### src/rtl/pc_sequencer.sv
// Fetch-side PC sequencer: holds the PC, drives instruction fetch, and applies
// branch/jump/jr redirects, capturing ones that arrive between update cycles.
module pc_sequencer #(
  parameter logic [31:0] RESET_PC = 32'h0000_0000
) (
  input  logic        clk,
  input  logic        rst,
  input  logic        stall,
  input  logic        branch_taken,
  input  logic [31:0] branch_offset,
  input  logic        jump,
  input  logic [25:0] jump_index,
  input  logic        jump_reg,
  input  logic [31:0] jump_reg_addr,
  input  logic        imem_ack,
  output logic        imem_req,
  output logic [31:0] imem_addr,
  output logic [31:0] pc,
  output logic [31:0] pc_plus4,
  output logic        instr_valid,
  output logic        misaligned
);

  typedef enum logic [1:0] {RST_ST, FETCH, HOLD} state_t;
  typedef enum logic [1:0] {RD_NONE, RD_BR, RD_J, RD_JR} rd_kind_t;

  typedef struct packed {
    rd_kind_t    kind;
    logic        mis;
    logic [31:0] target;
  } redir_t;

  state_t      state, state_nxt;
  redir_t      live, pend, pend_nxt;
  logic        upd, mis_set;
  logic [31:0] pc_nxt, br_tgt, j_tgt, jr_tgt;

  assign pc_plus4  = pc + 32'd4;
  assign imem_addr = pc;

  // Shifting the full offset drops bits [31:30], matching {off[29:0],2'b00}.
  assign br_tgt = pc_plus4 + (branch_offset << 2);
  assign j_tgt  = {pc_plus4[31:28], jump_index, 2'b00};
  assign jr_tgt = jump_reg_addr & ~32'h3;

  // Resolve this cycle's live redirect: jr > j > branch.
  always_comb begin
    live.kind   = RD_NONE;
    live.mis    = 1'b0;
    live.target = pc_plus4;
    if (jump_reg) begin
      live.kind   = RD_JR;
      live.mis    = |jump_reg_addr[1:0];
      live.target = jr_tgt;
    end else if (jump) begin
      live.kind   = RD_J;
      live.target = j_tgt;
    end else if (branch_taken) begin
      live.kind   = RD_BR;
      live.target = br_tgt;
    end
  end

  always_comb begin
    state_nxt   = state;
    imem_req    = 1'b0;
    instr_valid = 1'b0;
    upd         = 1'b0;
    case (state)
      RST_ST: state_nxt = FETCH;
      FETCH: begin
        imem_req = 1'b1;
        if (imem_ack) begin
          instr_valid = 1'b1;
          if (stall) state_nxt = HOLD;
          else       upd       = 1'b1;
        end
      end
      HOLD: begin
        if (!stall) begin
          upd       = 1'b1;
          state_nxt = FETCH;
        end
      end
      default: state_nxt = RST_ST;
    endcase
  end

  // Live redirect beats pending; anything seen outside an update cycle is parked.
  always_comb begin
    pc_nxt   = pc;
    pend_nxt = pend;
    mis_set  = 1'b0;
    if (upd) begin
      pend_nxt = '0;
      if (live.kind != RD_NONE) begin
        pc_nxt  = live.target;
        mis_set = live.mis;
      end else if (pend.kind != RD_NONE) begin
        pc_nxt  = pend.target;
        mis_set = pend.mis;
      end else begin
        pc_nxt  = pc_plus4;
      end
    end else if (live.kind != RD_NONE) begin
      pend_nxt = live;
    end
  end

  always_ff @(posedge clk) begin
    if (rst) begin
      state      <= RST_ST;
      pc         <= RESET_PC;
      pend       <= '0;
      misaligned <= 1'b0;
    end else begin
      state <= state_nxt;
      pc    <= pc_nxt;
      pend  <= pend_nxt;
      if (mis_set) misaligned <= 1'b1;
    end
  end

endmodule

### config.mk
export PLATFORM = sky130hd
export DESIGN_NAME = pc_sequencer
export DESIGN_NICKNAME = d
export VERILOG_FILES = /design/src/rtl/pc_sequencer.sv
export SDC_FILE = /design/constraint.sdc
export NUM_CORES = 1
export LEC_CHECK = 0
export CORE_MARGIN = 5
export CORE_UTILIZATION = 48
export CTS_BUF_LIST = sky130_fd_sc_hd__clkbuf_8
export CTS_CLUSTER_SIZE = 14
export DETAILED_ROUTE_END_ITERATION = 12
export PLACE_DENSITY = 0.8
export REMOVE_ABC_BUFFERS = 1
export SLEW_MARGIN = 20
export SYNTH_ARGS = -nofsm -noshare
export SYNTH_HDL_FRONTEND = slang
export SYNTH_SLANG_ARGS = --single-unit
export TNS_END_PERCENT = 1
### constraint.sdc
create_clock -name clk -period 4.8 [get_ports clk]
set_input_delay 1.44 -clock clk [delete_from_list [all_inputs] [get_ports clk]]
set_output_delay 1.44 -clock clk [all_outputs]
set_load 0.05 [all_outputs]
==> results.md <==
- WS Path Type: register to primary output
- Post-synth EDFFs: 0
- RSZ-0062 raised after global routing: false
- Synth Flop Type: dfxtp_1
- Setup slack after layout: approximately 0.14 ns
- H-tree levels: 3
- Total clock sinks: 70
- Sw frac: 37.6%
- CTS Root Cell: clkbuf_8
- Part of the power in registers: 34.4%
- Hold Crit Class: register to register
- First-pass GRT wire length: 33,100 µm
- Startpoint class of the critical path: register
- Wirelength per Cell: 19.3 µm
- Initial antenna violation count: 0
- Post-Syn Area per Cell: 7.66 µm²
- Die Width: 122 µm
- Worst-Margin Slew: between 0.8 and 0.9 ns
- Slew Limit Fails: 0
- Comb pwr share: 36.4%
- Vias in the first global route: roughly 6,500
- Seq/Total Area, Yosys: 23.3%
- Synth unique cells: 85
- Die ar.: 14,900 µm²
- Post-route ant nets: 0
- Pwr dens: 233 nW/µm²
- Core ar.: 12,500 µm²
- Min Clock Period, post-route: 4.66 ns
- Run status: finished clean
- Worst path arrival time: between 3 and 4 ns
- Max-slew headroom: just over 40%
- Crit-path max FO: 8
- First-pass DRT Iterations: 7
- Grt ovf: 0
- FFs w/ async S/R, synth: 0%
- Vias: between 6,000 and 7,000
- Overall die height: 122 µm
- Layout cells sized above 1: 7.66%
- Setup TNS: 0 ns
- Initial Util: 48.3%
- Net switching power figure: 0.712 mW
- # setup viols final: 0
- Int Pwr: 1.18 mW
- CP Capture Type: primary output
- Pin count of the biggest net entering global routing: 60
- Antenna cells: 0
- Buffers on Ports: 193
- GR Util All Layers: 28.2%
- Nets: 1,072
- FP Rows: 41
- CTS Buf Count: 9
- P_leak: 3.34 nW
- Area delta synth->final: 35.1%
- Required time worst endpoint: 3.36 ns
- CTS tree: yes
- Cell Area, Synth: about 6000 µm²
- Post-synthesis cell count: 787
- DR iter-0 viols: 730
- Synth warn: 0
- GP Congestion: between 0.9 and 1
- Top Ports: approximately 200
- Pre-CTS setup slack: 0.0822 ns
- Postcts setup bufs: 0
- Max_cap viols: 0
- Vias/cell: 6.08
- Clock transition at the registers of the reported paths: 0.08 ns
- Setup Skew: around 0.01 ns
- VDD IR max: ~0.16 mV
- DP Wirelength: 15,400 µm
- Final hold viol count: 0
- Skew-Pair Late Insertion Delay: 0.39 ns
- Setup slack, reg-to-reg: 0.15 ns
- Fmax: 0.215 GHz
- Seq cells post-synth: 70
- Max Root-Sink Buffers: 2
- Drt drc: 0
- Total routed wirelength: 21,500 µm
- Tcrit/Tclk final: a little over nine tenths
- Clock share of power: 29.3%
-- metal layers --
| layer | routed length (µm) | track usage [%] |
|---|---|---|
| met2 | 9570 | 43.5 |
| met4 | 677 | 12.9 |
| met1 | 8920 | 37.7 |
| met3 | 2300 | 6.08 |
| met5 | 0 | 0 |
-- cells in the final DEF (no fill, tap or decap), types with 18 or more instances in the layout --
cell type,n
nand2_1,70
xnor2_1,27
dfxtp_1,70
ha_1,39
xor2_1,20
a21o_1,18
a31oi_1,22
inv_1,19
buf_4,21
nor3_1,20
o21ai_0,55
clkdlybuf4s50_1,185
nor2_1,65
a21oi_1,77
-- synthesized netlist by cell type, types with 6 or more instances --
master     n  area share, %
a211oi_1   7           0.87
a21o_1    18            2.2
a21oi_1   77            6.4
a221o_1    6            1.0
a22oi_1    9            1.1
a31oi_1   22            2.3
and2_1     7           0.73
and3_1    10            1.0
buf_4     34            4.2
clkbuf_1  36            2.2
dfxtp_1   70             23
ha_1      39            8.1
inv_1     18            1.1
mux2i_1    7            1.2
nand2_1   70            4.4
nand2b_1   8           0.83
nand3_1   13            1.1
nand4_1    9           0.93
nor2_1    66            4.1
nor3_1    21            1.7
o211ai_1  12            1.5
o21ai_0   55            4.6
o21ai_1    6           0.50
or3_1     15            1.6
xnor2_1   27            3.9
xor2_1    20            2.9
-- power groups by stage --
| stage | sequential, mW | clock (mW) | combinational (mW) |
|---|---|---|---|
| 2_1_floorplan | 0.742 | 0 | 0.329 |
| 3_3_place_gp | 0.662 | 0 | 0.673 |
| 3_5_place_dp | 0.663 | 0 | 0.678 |
| 4_1_cts | 0.650 | 0.554 | 0.682 |
| 5_1_grt | 0.656 | 0.580 | 0.737 |
| 6_report | 0.651 | 0.555 | 0.690 |
-- registers in the layout, summed over array words and instances, names as in the netlist --
name,flops
pend,35
state,2
misaligned,1
imem_addr,32
-- final timing paths --
path                             startpoint                    endpoint  cells after the start
setup / recovery  imem_addr[5]$_SDFFE_PP0P_                pc_plus4[31]                      6
hold / removal        pend[19]$_SDFFE_PP0P_       pend[19]$_SDFFE_PP0P_                      2
setup reg to reg  imem_addr[5]$_SDFFE_PP0P_  imem_addr[31]$_SDFFE_PP0P_                     16
hold reg to reg       pend[19]$_SDFFE_PP0P_       pend[19]$_SDFFE_PP0P_                      2
-- stage by stage --
| stage | util, % | total power, mW | instance area (µm²) | hold WS [ns] | std cells |
|---|---|---|---|---|---|
| after floorplan | - | 1.07 | 5600 | 0.432 | 710 |
| after global placement | 63.5 | 1.33 | 7920 | 0.438 | 1096 |
| after detailed placement | 63.5 | 1.34 | 7920 | 0.445 | 1096 |
| after CTS | 65.2 | 1.89 | 8130 | 0.456 | 1112 |
| after global routing | 65.3 | 1.97 | 8140 | 0.477 | 1112 |
| final | 65.3 | 1.90 | 8140 | 0.456 | 1112 |
-- worst max-delay path: stages, from the launching register on --
cell and delay [ns]:
dfxtp_1 0.50, nand4_1 0.21, nor4_2 0.56, and3_2 0.37, nand4_4 0.15, xnor2_4 0.21, clkdlybuf4s50_1 0.84
-- cell families (layout without fill, tap and decap cells) --
group                      after synthesis  after routing  share of synthesized area, %
AOI/OAI and AO/OA                      279            279                          30.7
xor gates and xnor gates                49             49                          7.56
adders and majority gates               40             40                          8.43
buffers and inverters                   95            248                          8.12
DFF                                     70             70                          23.3
muxes                                    9              9                          1.54
and+or+nand+nor                        245            245                          20.4
-- repair_timing --
item	CTS	global route
setup endpoints to repair	2	5
hold buffers	0	0
resized for setup	2	5
-- layout make-up --
cell class,instances,area (µm²)
Clock buffer,9,124
Clock inverter,7,90.1
Fill cell,1117,4330
Inverter,18,67.6
Multi-Input combinational cell,622,4150
Sequential cell,70,1400
Tap cell,172,215
Timing Repair Buffer,214,2090
Note: power is estimated with default switching activity, not from simulation.
